## config.mk

```make
export PLATFORM = sky130hd
export DESIGN_NAME = core_dispatcher_flat
export DESIGN_NICKNAME = d
export VERILOG_FILES = /design/src/rtl/dispatch_pkg.sv /design/src/rtl/core_dispatcher_if.sv /design/src/rtl/dispatch_slot.sv /design/src/rtl/core_dispatcher.sv /design/src/flat_wrapper.sv
export SDC_FILE = /design/constraint.sdc
export NUM_CORES = 1
export LEC_CHECK = 0
export BUFFER_PORTS_ARGS = -buffer_cell sky130_fd_sc_hd__buf_2
export CAP_MARGIN = 40
export CORE_ASPECT_RATIO = 1.25
export CORE_UTILIZATION = 50
export CTS_CLUSTER_SIZE = 40
export DETAILED_ROUTE_END_ITERATION = 6
export GPL_TIMING_DRIVEN = 0
export PLACE_DENSITY = 0.83
export SLEW_MARGIN = 20
export SYNTH_ARGS = -nofsm -noshare
export SYNTH_HDL_FRONTEND = slang
export SYNTH_SLANG_ARGS = --single-unit
```

## constraint.sdc

```tcl
create_clock -name clock -period 2.3 [get_ports clock]
set_input_delay 0.23 -clock clock [delete_from_list [all_inputs] [get_ports clock]]
set_output_delay 0.23 -clock clock [all_outputs]
set_load 0.01 [all_outputs]
```

## src/rtl/dispatch_pkg.sv

```systemverilog
// Shared status codes, FSM state type and defaults for the core dispatcher.
package dispatch_pkg;

  localparam int unsigned DEF_NUM_CORES = 4;

  localparam logic [1:0] ST_IDLE  = 2'b00;
  localparam logic [1:0] ST_RUN   = 2'b01;
  localparam logic [1:0] ST_ACK   = 2'b10;
  localparam logic [1:0] ST_ABORT = 2'b11;

  typedef enum logic [1:0] {
    S_IDLE = 2'd0,
    S_RUN  = 2'd1,
    S_DONE = 2'd2
  } state_e;

endpackage

```

## src/rtl/core_dispatcher_if.sv

```systemverilog
// Sequencer/core-array bundle for core_dispatcher; slave = dispatcher side.
interface core_dispatcher_if
  import dispatch_pkg::*;
#(
  parameter int unsigned NUM_CORES = DEF_NUM_CORES,
  parameter int unsigned CNT_W     = 32
) ();

  logic                   start;
  logic [NUM_CORES-1:0]   core_mask;
  logic [NUM_CORES-1:0]   end_process;
  logic [2*NUM_CORES-1:0] status;
  logic                   busy;
  logic                   done;
  logic [NUM_CORES-1:0]   core_done;
  logic [CNT_W-1:0]       cycle_count;
  logic                   timeout;

  modport master (
    output start, core_mask, end_process,
    input  status, busy, done, core_done, cycle_count, timeout
  );

  modport slave (
    input  start, core_mask, end_process,
    output status, busy, done, core_done, cycle_count, timeout
  );

endinterface

```

## src/rtl/dispatch_slot.sv

```systemverilog
// Per-core slot: latched mask bit, sticky finish bit and registered 2-bit status.
module dispatch_slot
  import dispatch_pkg::*;
(
  input  logic       clock,
  input  logic       reset_n,
  input  logic       launch_i,
  input  logic       mask_i,
  input  logic       end_i,
  input  logic       run_i,
  input  logic       abort_i,
  input  state_e     state_d_i,
  output logic       mask_o,
  output logic       done_o,
  output logic       done_d_o,
  output logic [1:0] status_o
);

  logic       mask_q, mask_d;
  logic       done_q, done_d;
  logic [1:0] status_q, status_d;

  always_comb begin
    mask_d   = launch_i ? mask_i : mask_q;
    done_d   = done_q;
    if (launch_i)
      done_d = 1'b0;
    else if (run_i)
      done_d = done_q | (end_i & mask_q);

    // Status follows the state being entered so it is valid the cycle after the edge.
    status_d = ST_IDLE;
    unique case (state_d_i)
      S_RUN:   if (mask_d) status_d = ST_RUN;
      S_DONE:  if (mask_d) status_d = (abort_i && !done_d) ? ST_ABORT : ST_ACK;
      default: status_d = ST_IDLE;
    endcase
  end

  always_ff @(posedge clock or negedge reset_n) begin
    if (!reset_n) begin
      mask_q   <= 1'b0;
      done_q   <= 1'b0;
      status_q <= ST_IDLE;
    end else begin
      mask_q   <= mask_d;
      done_q   <= done_d;
      status_q <= status_d;
    end
  end

  assign mask_o   = mask_q;
  assign done_o   = done_q;
  assign done_d_o = done_d;
  assign status_o = status_q;

endmodule

```

## src/rtl/core_dispatcher.sv

```systemverilog
// Launches masked cores, collects end_process, pulses done and counts RUN cycles.
// Optional watchdog enabled by defining DISPATCH_TIMEOUT_EN.
module core_dispatcher
  import dispatch_pkg::*;
#(
  parameter int unsigned NUM_CORES      = DEF_NUM_CORES,
  parameter int unsigned CNT_W          = 32,
  parameter int unsigned TIMEOUT_CYCLES = 100000
) (
  input logic               clock,
  input logic               reset_n,
  core_dispatcher_if.slave  bus
);

  state_e                 state_q, state_d;
  logic [CNT_W-1:0]       cnt_q, cnt_d;
  logic                   busy_q, busy_d;
  logic                   done_q, done_d;
  logic [NUM_CORES-1:0]   mask_w, cdone_w, cdone_d_w;
  logic [2*NUM_CORES-1:0] status_w;
  logic                   launch, run, complete, abort;

  assign launch   = (state_q == S_IDLE) && bus.start;
  assign run      = (state_q == S_RUN);
  assign complete = run && (&(cdone_d_w | ~mask_w));

`ifdef DISPATCH_TIMEOUT_EN
  logic [31:0] wd_q, wd_d;
  logic        timeout_q, timeout_d;

  assign abort = run && !complete && ((wd_q + 32'd1) >= 32'(TIMEOUT_CYCLES));

  always_comb begin
    wd_d      = wd_q;
    timeout_d = timeout_q;
    if (launch) begin
      wd_d      = '0;
      timeout_d = 1'b0;
    end else if (run) begin
      wd_d = wd_q + 32'd1;
      if (abort) timeout_d = 1'b1;
    end
  end

  always_ff @(posedge clock or negedge reset_n) begin
    if (!reset_n) begin
      wd_q      <= '0;
      timeout_q <= 1'b0;
    end else begin
      wd_q      <= wd_d;
      timeout_q <= timeout_d;
    end
  end

  assign bus.timeout = timeout_q;
`else
  assign abort       = 1'b0;
  assign bus.timeout = 1'b0;
  if (TIMEOUT_CYCLES == 0) begin : g_no_watchdog
  end
`endif

  always_comb begin
    state_d = state_q;
    cnt_d   = cnt_q;
    unique case (state_q)
      S_IDLE: begin
        if (bus.start) begin
          cnt_d   = '0;
          state_d = (|bus.core_mask) ? S_RUN : S_DONE;
        end
      end
      S_RUN: begin
        cnt_d = (&cnt_q) ? cnt_q : cnt_q + 1'b1;
        if (complete || abort) state_d = S_DONE;
      end
      S_DONE:  state_d = S_IDLE;
      default: state_d = S_IDLE;
    endcase
    busy_d = (state_d == S_RUN);
    done_d = (state_d == S_DONE);
  end

  always_ff @(posedge clock or negedge reset_n) begin
    if (!reset_n) begin
      state_q <= S_IDLE;
      cnt_q   <= '0;
      busy_q  <= 1'b0;
      done_q  <= 1'b0;
    end else begin
      state_q <= state_d;
      cnt_q   <= cnt_d;
      busy_q  <= busy_d;
      done_q  <= done_d;
    end
  end

  for (genvar i = 0; i < NUM_CORES; i++) begin : g_slot
    dispatch_slot u_slot (
      .clock     (clock),
      .reset_n   (reset_n),
      .launch_i  (launch),
      .mask_i    (bus.core_mask[i]),
      .end_i     (bus.end_process[i]),
      .run_i     (run),
      .abort_i   (abort),
      .state_d_i (state_d),
      .mask_o    (mask_w[i]),
      .done_o    (cdone_w[i]),
      .done_d_o  (cdone_d_w[i]),
      .status_o  (status_w[2*i+1:2*i])
    );
  end

  assign bus.status      = status_w;
  assign bus.busy        = busy_q;
  assign bus.done        = done_q;
  assign bus.core_done   = cdone_w;
  assign bus.cycle_count = cnt_q;

endmodule

```

## src/flat_wrapper.sv

```systemverilog
// flat-port wrapper written by rule: the top's interface ports become plain ports
module core_dispatcher_flat import dispatch_pkg::*;
#(
  parameter int unsigned NUM_CORES      = DEF_NUM_CORES,
  parameter int unsigned CNT_W          = 32,
  parameter int unsigned TIMEOUT_CYCLES = 100000
)
  (clock, reset_n, bus_start, bus_core_mask, bus_end_process, bus_status, bus_busy, bus_done, bus_core_done, bus_cycle_count, bus_timeout);
  core_dispatcher_if #(.NUM_CORES(NUM_CORES), .CNT_W(CNT_W)) bus_i ();
  input logic clock;
  input logic reset_n;
  input wire logic [$bits(bus_i.start)-1:0] bus_start;
  input wire logic [$bits(bus_i.core_mask)-1:0] bus_core_mask;
  input wire logic [$bits(bus_i.end_process)-1:0] bus_end_process;
  output wire logic [$bits(bus_i.status)-1:0] bus_status;
  output wire logic [$bits(bus_i.busy)-1:0] bus_busy;
  output wire logic [$bits(bus_i.done)-1:0] bus_done;
  output wire logic [$bits(bus_i.core_done)-1:0] bus_core_done;
  output wire logic [$bits(bus_i.cycle_count)-1:0] bus_cycle_count;
  output wire logic [$bits(bus_i.timeout)-1:0] bus_timeout;
  assign bus_i.start = bus_start;
  assign bus_i.core_mask = bus_core_mask;
  assign bus_i.end_process = bus_end_process;
  assign bus_status = bus_i.status;
  assign bus_busy = bus_i.busy;
  assign bus_done = bus_i.done;
  assign bus_core_done = bus_i.core_done;
  assign bus_cycle_count = bus_i.cycle_count;
  assign bus_timeout = bus_i.timeout;
  core_dispatcher #(.NUM_CORES(NUM_CORES), .CNT_W(CNT_W), .TIMEOUT_CYCLES(TIMEOUT_CYCLES)) u_core (.clock(clock), .reset_n(reset_n), .bus(bus_i));
endmodule
```

[Word-level counts from Yosys, hierarchy flattened]
Index checks and enable logic that the tools add are counted.
Operators by class
  add/sub/neg operators: 1
  eq/ne operators: 5
  multiplexer cells: 31
  bitwise gates (word level): 10
  reductions and logical operators: 8
Operators by type and width (count)
  $mux W32: 2
  $pmux W32 S2: 1
  $add A32 B1 Y32 const B: 1
  $reduce_and A32 Y1: 1
  $pmux W2 S2: 5
  $mux W1: 16
  $mux W2: 7
  $and A1 B1 Y1: 4
  $eq A2 B1 Y1 const B: 2
  $ne A2 B2 Y1 const B: 2
  $not A4 Y4: 1
  $or A1 B1 Y1: 4
  $or A4 B4 Y4: 1
  $reduce_and A4 Y1: 1
  $reduce_or A4 Y1: 1
  $reduce_and A3 Y1: 1
  $eq A2 B2 Y1 const B: 1
  $logic_and A1 B1 Y1: 2
  $logic_not A2 Y1: 1
  $reduce_bool A2 Y1: 1
Storage, ports and cells
  register bits after elaboration: 52
  input port bits: 11
  output and inout port bits: 47

[Depth between registers and ports, before layout]
Gate-level depths: netlist of run 1.
  depth after elaboration: 11
  gate-level depth with buffers: 8
  mapped depth without buffers: 8

[By module]
Synthesis of run 1 repeated with hierarchy kept, for this count alone.
Second synthesis, totals
  cell total of the unflattened synthesis: 296
  area total of the unflattened synthesis: 2825.2 um^2
Modules (own cells, without submodules)
  core_dispatcher: times used 1, cells an instance 232, area an instance 2034.5 um^2, sequential area each 900.9 um^2
  dispatch_slot: times used 4, cells an instance 16, area an instance 197.7 um^2, sequential area each 100.1 um^2

[Worst setup path before layout of run 1]
Ideal clock, no wire load.
  path kind: register to register
  start: register u_core.cnt_q[0] (netlist: u_core.bus.cycle_count[0])
  end: register u_core.cnt_q[29] (netlist: u_core.bus.cycle_count[29])
  library setup time: 0.078 ns
  arrival: 1.990 ns
  required time: 2.222 ns
  path slack: 0.232 ns
  stages on the path, launching flop included: 8
  clock period less this slack: 2.068 ns
  cell sequence: dfrtp_1 -> ha_1 -> nand3_1 -> nor4_1 -> or4b_1 -> buf_2 -> or3_1 -> a21oi_1
On the way
  cells in the longest elaborated chain, start to end: 3
  elaborated cells between the ends (all ways): 6
  those cells by class: 1 x add/sub; 1 x eq/ne; 2 x mux; 2 x reduce/logical
Ends and longest elaborated chain
  start, declared: RTL line core_dispatcher.sv:16  | logic [CNT_W-1:0] cnt_q, cnt_d;
  start signal, assigned: RTL line core_dispatcher.sv:92  | cnt_q <= cnt_d;
  $add A32 B1 Y32 or $reduce_and A32 Y1 (tied branches): RTL line core_dispatcher.sv:74  | cnt_d = (&cnt_q) ? cnt_q : cnt_q + 1'b1;
  $mux W32 or $ne A2 B2 Y1 (tied branches)
  $pmux W32 S2 or $reduce_and A3 Y1 (tied branches)
Parallel ways exist; a longest one is shown, timed or not. The select of a mux whose other input is x is not followed.
A chain may end at the register's enable or synchronous reset.

[Worst setup path after layout of run 1]
  start: register u_core.state_q[1]
  end: register u_core.g_slot[3].u_slot.status_q[1]
On the way
  cells in the longest elaborated chain, start to end: 10
  elaborated cells between the ends (all ways): 22
  those cells by class: 3 x eq/ne; 14 x mux; 1 x bitwise; 4 x reduce/logical
Ends and longest elaborated chain
  start, declared: RTL line core_dispatcher.sv:15  | state_e state_q, state_d;
  start signal, assigned: RTL line core_dispatcher.sv:91  | state_q <= state_d;
  $eq A2 B1 Y1 or $logic_not A2 Y1 (tied branches): RTL line core_dispatcher.sv:24, core_dispatcher.sv:66, core_dispatcher.sv:23
  $mux W1 or $logic_and A1 B1 Y1 (tied branches): RTL line dispatch_slot.sv:28, core_dispatcher.sv:23
  $mux W1: RTL line dispatch_slot.sv:26  | if (launch_i)
  $or A4 B4 Y4: RTL line core_dispatcher.sv:25  | assign complete = run && (&(cdone_d_w | ~mask_w));
  $reduce_and A4 Y1: RTL line core_dispatcher.sv:25
  $logic_and A1 B1 Y1: RTL line core_dispatcher.sv:25
  $mux W2: RTL line core_dispatcher.sv:75  | if (complete || abort) state_d = S_DONE;
  $pmux W2 S2: RTL line core_dispatcher.sv:66  | unique case (state_q)
  $eq A2 B2 Y1 or $eq A2 B1 Y1 (tied branches): RTL line dispatch_slot.sv:33  | unique case (state_d_i)
  $pmux W2 S2 (*): RTL line dispatch_slot.sv:33
  via u_core.g_slot[3].u_slot.status_d[1]: RTL line dispatch_slot.sv:21  | logic [1:0] status_q, status_d;
  end signal, assigned: RTL line dispatch_slot.sv:48  | status_q <= status_d;
  end, declared: RTL line dispatch_slot.sv:21
Mark *: on every way through the listed nets, which the timed path passes. The rest lies on a longest branch.

==> results.ini, run 1 <==
[status]
status = complete, no violations

[worst_setup_path]
worst_path_max_delay_cell = dfrtp_2
end_kind = flip-flop
critPathRequiredTime_ns = 2.54
crit_path_start_kind = flip-flop
worst-path-max-fanout = 10
cp_cell_sequence = nand2b_2 -> nor2_2 -> clkbuf_2 -> a22oi_1 -> ha_1 -> nand2b_1 -> nor2_1
crit_type = reg -> reg
arrival_ns = 2.41
max_stage_delay_ns = 0.47

[pwr]
p_switching_mw = 1.064
power.density_nw_per_um2 = 895.1
intPower_mw = 1.802
ir_worst_vdd_uv = 762.0
leakage_nw = 1.538
p_clk_share_pct = 21.9
sw_frac_of_total_pct = 37.13
p_total_mw = 2.866
pwr-share-comb_pct = 35.7
power.share.sequential_pct = 42.4

[detailed_routing]
vias = 2442
post_drt_wl_per_cell_um = 14.98
vias_per_cell = 5.913
wl_mm = 6.186
drtIter0Drc = 137
ant_nets = 0
drc = 0
drt-pass1-iter-count = 4

[sta]
tns_ns = 0
hold_slack_ns = 0.1983
finalHoldViolCount = 0
max-slew-margin-rel_pct = 56.21
period_needed_ns = 2.166
clock-skew-final_ns = 0.005018
tightest_slew_ns = 0.6568
period_share_pct = 94.18
drv_slew = 0
rsz0062_at_grt = false
clock.fmax_mhz = 461.6
setup_viol = 0

[yosys]
seq_area_frac_synth_pct = 48.92
synth_nets = 297
synth-edff-count = 0
ys.warnings.count = 0
synth_top_flop_cell = dfrtp_1
synthArstFlopShare_pct = 100.0
yosys.cell_types.count = 47
ys_ff_latch = 52
syn_inst = 283
synth_area_per_cell_um2 = 9.399
syn-cell-area_um2 = 2660

[finish]
fin_nets = 364
final_cell_mix = buf_2 (57), dfrtp_1 (49), a21oi_1 (26)
drive_gt1_share_pct = 27.92
area_delta_synth_final_pct = 20.37
insertedDiodeCount = 0
mostFrequentLayoutCell = buf_2

[clock_network]
htreeDepth = 2
clkSinkCount = 52
cts_tree = built
max-clock-path-buffers = 2
clk_pin_slew_ns = 0.10
root_buffer = clkbuf_8
cts_inserted_buffers = 5
insertion_delay_ns = 0.31

[placed_design]
globalplace.congestion = 0.7940
portBuffers = 56
dpl.hpwl_mm = 4.450

[floorplanning]
num_rows = 29
die_w_um = 67.24
die-area_um2 = 5618
ios = 58
initial_core_util_pct = 51.99
core_area_um2 = 5116
die_h_um = 83.55

[global_route]
grt_max_degree = 53
grt_first_pass_wirelength_mm = 10.44
antenna_found_initial = 0
grt_usage_pct = 24.16
grt_pass1_vias = 2385
grt_overflow = 0

[min_path]
hold_path_class = in -> reg

[flow_run]
max_cap_violations = 0

==> logic make-up (layout without fill, tap and decap cells) <==
group / count (synthesis) / in the layout / synth area share [%]
flops: 52 / 52 / 48.92
buf+inv: 21 / 89 / 3.763
xor+xnor: 4 / 4 / 1.317
other cells: 1 / 1 / 0.1410
simple gates: 124 / 124 / 25.64
fa+ha+maj: 3 / 3 / 1.411
mux: 7 / 7 / 2.681
compound gates: 71 / 71 / 16.13
==> worst max-delay path: cells and delay by family, from the launching register on <==
family | cells | cell delay, ns
buffers and inverters | 1 | 0.33
adders and majority gates | 1 | 0.32
AOI/OAI and AO/OA | 1 | 0.11
and+or+nand+nor | 4 | 0.85
DFF | 1 | 0.47
==> per-stage QoR <==
| step | setup WS, ns | area (um2) | cells | utilization [%] |
|---|---|---|---|---|
| after floorplan | 0.2318 | 2660 | 283 | - |
| after global placement | -0.1709 | 3018 | 401 | 58.99 |
| after detailed placement | -0.2214 | 3020 | 401 | 59.04 |
| after CTS | 0.02925 | 3156 | 410 | 61.68 |
| after global routing | 0.008396 | 3202 | 413 | 62.58 |
| final | 0.1338 | 3202 | 413 | 62.58 |
==> cell usage after synthesis, drive strengths merged, types with 3 or more instances <==
cell	count	area, um2
nand2b	3	18.77
or3	14	87.58
nand2	25	93.84
nor2	24	90.09
inv	9	33.78
dfrtp	52	1301
nand3	17	90.09
or4	7	52.55
a21oi	26	130.1
nor4	4	31.28
buf	7	47.55
and3	5	31.28
o211ai	4	30.03
nor2b	4	25.02
clkbuf	5	18.77
a31o	4	35.03
ha	3	37.54
a31oi	5	31.28
mux2i	6	60.06
nand4	11	75.07
and4	4	36.29
o21ai	19	95.09
==> final cells by class <==
cell class	count	area [um2]
multi-input combinational	210	1287
tap	62	77.57
timing repair buffer	60	315.3
buffer	12	71.32
sequential	52	1305
clock inverter	3	42.54
fill	435	1914
clock buffer	5	68.82
inverter	9	33.78
==> power by group through the flow <==
stage	sequential [mW]	clock [mW]	combinational (mW)
after floorplan	1.23	0	0.661
after global placement	1.22	0	0.971
after detailed placement	1.23	0	0.989
after CTS	1.21	0.638	1.01
after global routing	1.24	0.664	1.16
final	1.22	0.626	1.02
==> metal layers <==
layer / routed length, um / GRT usage (%) / part of all wire, %
met4: 78 / 8.704 / 1.3
met3: 275 / 5.191 / 4.4
met5: 0 / 0 / 0
met2: 3234 / 41.91 / 52
met1: 2598 / 28.33 / 42
==> path summary, 6_finish.rpt <==
check / startpoint / slack [ns] / depth (start not counted) / end
worst max-delay path: u_core.state_q[1] / 0.13 / 7 / u_core.g_slot[3].u_slot.status_o[1]
worst min-delay path: bus_core_mask[0] / 0.20 / 3 / u_core.g_slot[0].u_slot.mask_o
worst max register to register: u_core.state_q[1] / 0.13 / 7 / u_core.g_slot[3].u_slot.status_o[1]
worst min register to register: u_core.g_slot[3].u_slot.mask_o / 0.57 / 2 / u_core.g_slot[3].u_slot.done_o
max in group asynchronous: reset_n / 1.34 / 2 / u_core.state_q[1]
min in group asynchronous: reset_n / 0.49 / 2 / u_core.bus.cycle_count[28]
==> registers in the layout, summed over array words and instances (netlist names) <==
register / cells
u_core.g_slot.u_slot.mask_o: 4
u_core.bus.done: 1
u_core.g_slot.u_slot.status_o: 8
u_core.bus.cycle_count: 32
u_core.g_slot.u_slot.done_o: 4
u_core.bus.busy: 1
u_core.state_q: 2
==> repair_timing <==
action,in CTS,in global routing
buffers inserted,0,3
resized for setup,4,10
endpoints found under the hold margin,52,0
pin swaps,0,3
hold buffers,1,0
setup endpoints to repair,28,21
Power figures use the tool's default switching activity.
==> inputs of run 2 (changes only) <==
- CORE_UTILIZATION: 50 -> 30
- PLACE_DENSITY: 0.83 -> 0.58
==> results.ini, run 2 (synthesis results as in run 1) <==
[detailed_routing]
wl_mm = 6.731
drt-pass1-iter-count = 4
drc = 0
drtIter0Drc = 104
vias_per_cell = 5.169
vias = 2450
ant_nets = 0
post_drt_wl_per_cell_um = 14.20

[clock_network]
cts_inserted_buffers = 5
max-clock-path-buffers = 2
cts_tree = built
clkSinkCount = 52
htreeDepth = 2
insertion_delay_ns = 0.32
clk_pin_slew_ns = 0.11
root_buffer = clkbuf_8

[worst_setup_path]
critPathRequiredTime_ns = 2.55
reg2regPathDepth = 8
reg2reg_to = u_core.g_slot[0].u_slot.status_o[1]
crit_path_start_kind = flip-flop
worst-path-max-fanout = 10
timing.rr.start = u_core.state_q[0]
r2r_slack_ns = 0.13
crit_type = reg -> reg
arrival_ns = 2.42
end_kind = flip-flop

[placed_design]
dpl.hpwl_mm = 4.928
globalplace.congestion = 0.7483
portBuffers = 56
dp_cells = 459

[min_path]
min-delay-start = bus_core_mask[0]
hold_path_class = in -> reg
hold_end = u_core.g_slot[0].u_slot.mask_o
worstHoldPathCells = 3

[finish]
nFillCells = 929
drive_gt1_share_pct = 28.81
insertedDiodeCount = 0
fin_nets = 367
finalNonFillerCells = 474
area_delta_synth_final_pct = 23.80
largest_reg_flops = 32
final_cell_mix = buf_2 (58), dfrtp_1 (47), a21oi_1 (26)
mostFrequentLayoutCell = buf_2

[pwr]
ir_worst_vdd_uv = 509.0
leakage_nw = 1.556
power.density_nw_per_um2 = 861.9
p_total_mw = 2.838

[sta]
clock.fmax_mhz = 461.8
drv_slew = 0
rsz0062_at_grt = false
setup_viol = 0
max-slew-margin-rel_pct = 56.06
period_share_pct = 94.14
clock-skew-final_ns = 0.01173
tightest_slew_ns = 0.6590
finalHoldViolCount = 0
period_needed_ns = 2.165

[global_route]
grt_overflow = 0
grt_pass1_vias = 2285
antenna_found_initial = 0
grt_usage_pct = 15.09
grt_max_degree = 53
grt_first_pass_wirelength_mm = 10.96

[floorplanning]
die-area_um2 = 9250
ios = 58
die_w_um = 86.22
num_rows = 38
core_area_um2 = 8653
initial_core_util_pct = 30.74
die_h_um = 107.3

[flow_run]
max_cap_violations = 0

[status]
status = complete, no violations

[run 2: cell type report]
type | count | area (um2) | share of cell area (%)
clock inverters | 3 | 28.78 | 0.8739
plain buffers | 12 | 71.32 | 2.166
repair buffers | 63 | 337.8 | 10.26
multi-input cells | 210 | 1295 | 39.32
flip-flops and latches | 52 | 1308 | 39.70
well taps | 120 | 150.1 | 4.559
clock buffers | 5 | 68.82 | 2.090
inverters | 9 | 33.78 | 1.026
[run 2: metrics by stage]
step / util [%] / instance area, um2 / setup WS, ns / setup TNS [ns] / hold slack, ns
global placement: 35.71 / 3090 / -0.2421 / -3.330 / 0.5087
CTS: 37.17 / 3217 / 0.03465 / 0 / 0.1722
finish: 38.06 / 3293 / 0.1347 / 0 / 0.1903
global route: 38.06 / 3293 / 0.006337 / 0 / 0.2045
detailed placement: 35.74 / 3093 / -0.2876 / -4.127 / 0.3157
floorplan: - / 2660 / 0.2318 / 0 / -0.06559
[run 2: worst max path at each step]
stage / end / slack (ns) / start / cells past startpoint
3_5_place_dp: u_core.g_slot[0].u_slot.status_o[1] / -0.29 / u_core.state_q[1] / 7
3_3_place_gp: u_core.g_slot[1].u_slot.status_o[1] / -0.24 / u_core.state_q[1] / 7
4_1_cts: u_core.g_slot[0].u_slot.status_o[1] / 0.03 / u_core.state_q[1] / 8
5_1_grt: u_core.bus.cycle_count[26] / 0.006 / u_core.bus.cycle_count[1] / 6
6_report: u_core.g_slot[0].u_slot.status_o[1] / 0.13 / u_core.state_q[0] / 8
2_1_floorplan: u_core.bus.cycle_count[29] / 0.23 / u_core.bus.cycle_count[0] / 7
[run 2: power breakdown]
part           total (mW)  internal, mW  leakage [nW]  switching, mW
Sequential           1.22          1.07         0.697          0.144
Clock               0.584         0.231        0.0511          0.354
Combinational        1.04         0.415         0.808          0.620
[run 2: timing repair]
action | in CTS | in global routing
hold buffers | 1 | 0
pin swaps | 0 | 3
buffers inserted | 0 | 6
endpoints found under the setup margin | 28 | 24
hold endpoints to repair | 52 | 0
gates resized for setup | 5 | 13
[run 2: per-layer routing]
metal  global-route usage, %  up-vias  share of wire (%)
met5                       0        -                  0
met4                   4.762        0                1.4
met3                   3.298        9                4.7
met2                   25.68       59                 50
met1                   18.96     1203                 44
li1                        -     1179                  -
[run 2: worst max-delay path, stage by stage (launching register included)]
cell and delay (ns):
dfrtp_2 0.43, clkbuf_4 0.24, a21oi_1 0.08, o21ai_0 0.25, nand4_1 0.25, o22ai_2 0.26, ha_1 0.27, nand2b_1 0.20
nor2_1 0.12
==> inputs of run 3 (changes only) <==
- ABC_AREA: default -> 1
- CORE_UTILIZATION: 30 -> 56
- PLACE_DENSITY: 0.58 -> 0.89
==> results.ini, run 3 <==
[worst_setup_path]
max_stage_delay_ns = 0.48
worst-path-max-fanout = 7
cp_num_cells = 8
r2r_slack_ns = 0.18
arrival_ns = 2.32
end_kind = flip-flop
worst_path_max_delay_cell = dfrtp_1
critPathRequiredTime_ns = 2.50
crit_family = simple AND/OR/NAND/NOR gates
crit_type = reg -> reg
reg2regPathDepth = 8
cp.buffers_inverters = 1
cp_cell_sequence = ha_1 -> nand3_1 -> nor2_1 -> inv_1 -> nor2_1 -> nand3_1 -> nand3_1 -> nand2_1
crit_path_start_kind = flip-flop
crit_path_frequent_cell = nand3_1

[clock_network]
root_buffer = clkbuf_8
htreeDepth = 2
post_cts_buffers = 0
clkSinkCount = 52
clk_pin_slew_ns = 0.10
max-clock-path-buffers = 2
cts_tree = built
insertion_delay_ns = 0.32
cts_inserted_buffers = 5

[sta]
finalHoldViolCount = 0
rsz0062_at_grt = false
tightest_slew_ns = 0.5160
tns_ns = 0
period_needed_ns = 2.117
clock.fmax_mhz = 472.3
setup_viol = 0
drv_slew = 0
worst_slack_ns = 0.1828
hold_slack_ns = 0.2589
period_share_pct = 92.05
clock-skew-final_ns = 0.01161
max-slew-margin-rel_pct = 65.60

[placed_design]
dp_cells = 558
globalplace.congestion = 0.9690
place_ws_ns = 0.09065
dpl.hpwl_mm = 6.262
placed_area_um2 = 3480
portBuffers = 56

[yosys]
yosysMostFrequentCell = nand2_1
yosysTopAreaCellShare_pct = 42.43
ys.warnings.count = 0
synth_top_area_cell = dfrtp_1
yosys.cell_types.count = 25
synth_top_flop_cell = dfrtp_1
synth_nets = 452
ys_top_cells_by_area = dfrtp_1 (42%), nand2_1 (18%), nand3_1 (8.0%)
synth-edff-count = 0
syn_inst = 438
syn-cell-area_um2 = 3067
synth_common_cells = nand2_1 (146), nor2_1 (59), dfrtp_1 (52)
synthArstFlopShare_pct = 100.0
seq_area_frac_synth_pct = 42.43
synth_area_per_cell_um2 = 7.002
ys_ff_latch = 52

[floorplanning]
num_rows = 29
die_w_um = 68.19
ios = 58
initial_core_util_pct = 59.10
die_h_um = 84.74
core_area_um2 = 5189
die-area_um2 = 5778

[finish]
insertedDiodeCount = 0
nFillCells = 421
fin_nets = 517
fin_util_pct = 69.66
regArea_um2 = 1301
stdcell_area_um2 = 3615
drive_gt1_share_pct = 19.64
multi_input_area_um2 = 1501
largest_reg_flops = 32
area_delta_synth_final_pct = 17.87
mostFrequentLayoutCell = nand2_1
final_cell_mix = nand2_1 (145), nor2_1 (59), buf_2 (56)
finalNonFillerCells = 566

[global_route]
antenna_found_initial = 0
grt_max_degree = 24
grt_first_pass_wirelength_mm = 13.59
grt_usage_pct = 31.24
grt_pass1_vias = 2983
grt_overflow = 0

[pwr]
p_total_mw = 3.144
leakage_nw = 1.736
power.density_nw_per_um2 = 869.7
ir_worst_vdd_uv = 658.1

[detailed_routing]
vias = 3098
drtIter0Drc = 221
ant_nets = 0
drc = 0
wl_mm = 8.063
vias_per_cell = 5.473
drt-pass1-iter-count = 5
post_drt_wl_per_cell_um = 14.25

[status]
status = complete, no violations

[min_path]
hold_path_class = in -> reg
worstHoldPathCells = 3

[flow_run]
max_cap_violations = 0

## run 3: changes by cell type in the layout (fill, tap and decap cells not counted), sizes merged, moves of 5 or more
cell and delta:
nand3 +33, nor2 +41, and3 -5, inv +36, or4 -7, mux2i -6, o21ai +18, or3 -14
a31oi -5, a21oi -25, o21bai +7, nand2 +123, nand4 -8
## run 3: final timing paths
path,to,startpoint
setup / recovery,u_core.bus.cycle_count[30],u_core.bus.cycle_count[0]
hold / removal,u_core.g_slot[3].u_slot.mask_o,bus_core_mask[3]
setup reg to reg,u_core.bus.cycle_count[30],u_core.bus.cycle_count[0]
hold reg to reg,u_core.bus.cycle_count[1],u_core.bus.cycle_count[1]
max in group asynchronous,u_core.bus.cycle_count[30],reset_n
min in group asynchronous,u_core.bus.cycle_count[17],reset_n
## run 3: cell type report
type / instances / area share (%)
Buffer: 12 / 2.285
Clock buffer: 7 / 2.665
Clock inverter: 1 / 0.8307
Inverter: 48 / 4.984
Multi-Input combinational cell: 325 / 41.54
Sequential cell: 52 / 36.00
Tap cell: 62 / 2.146
Timing Repair Buffer: 59 / 9.553
## run 3: cell families after synthesis
logic type      Yosys count  synth area share, %
simple gates            273                37.58
buf+inv                  61                8.690
flops                    52                42.43
compound gates           46                9.384
fa+ha+maj                 3                1.224
xor+xnor                  2               0.5713
other cells               1               0.1223
## run 3: routing by layer
layer	track usage, %	vias up	wire (um)
met5	0	-	0
met4	18.18	0	409
met3	7.337	36	523
met2	51.43	137	4080
met1	35.65	1418	3050
li1	-	1507	-
## run 3: tightest hold or removal path, stage by stage
cell and delay [ns]:
buf_2 0.09, o21ai_0 0.14, inv_1 0.08
## run 3: power breakdown
| group | switching (mW) | total (mW) | internal (mW) |
|---|---|---|---|
| clock network | 0.301 | 0.685 | 0.384 |
| logic | 0.853 | 1.27 | 0.416 |
| registers | 0.110 | 1.19 | 1.08 |
| total | 1.26 | 3.14 | 1.88 |
## run 3: repair_timing
action	4_1_cts	5_1_grt
hold endpoints to repair	12	0
hold buffers	1	0
resized for setup	0	1
setup endpoints to repair	0	7
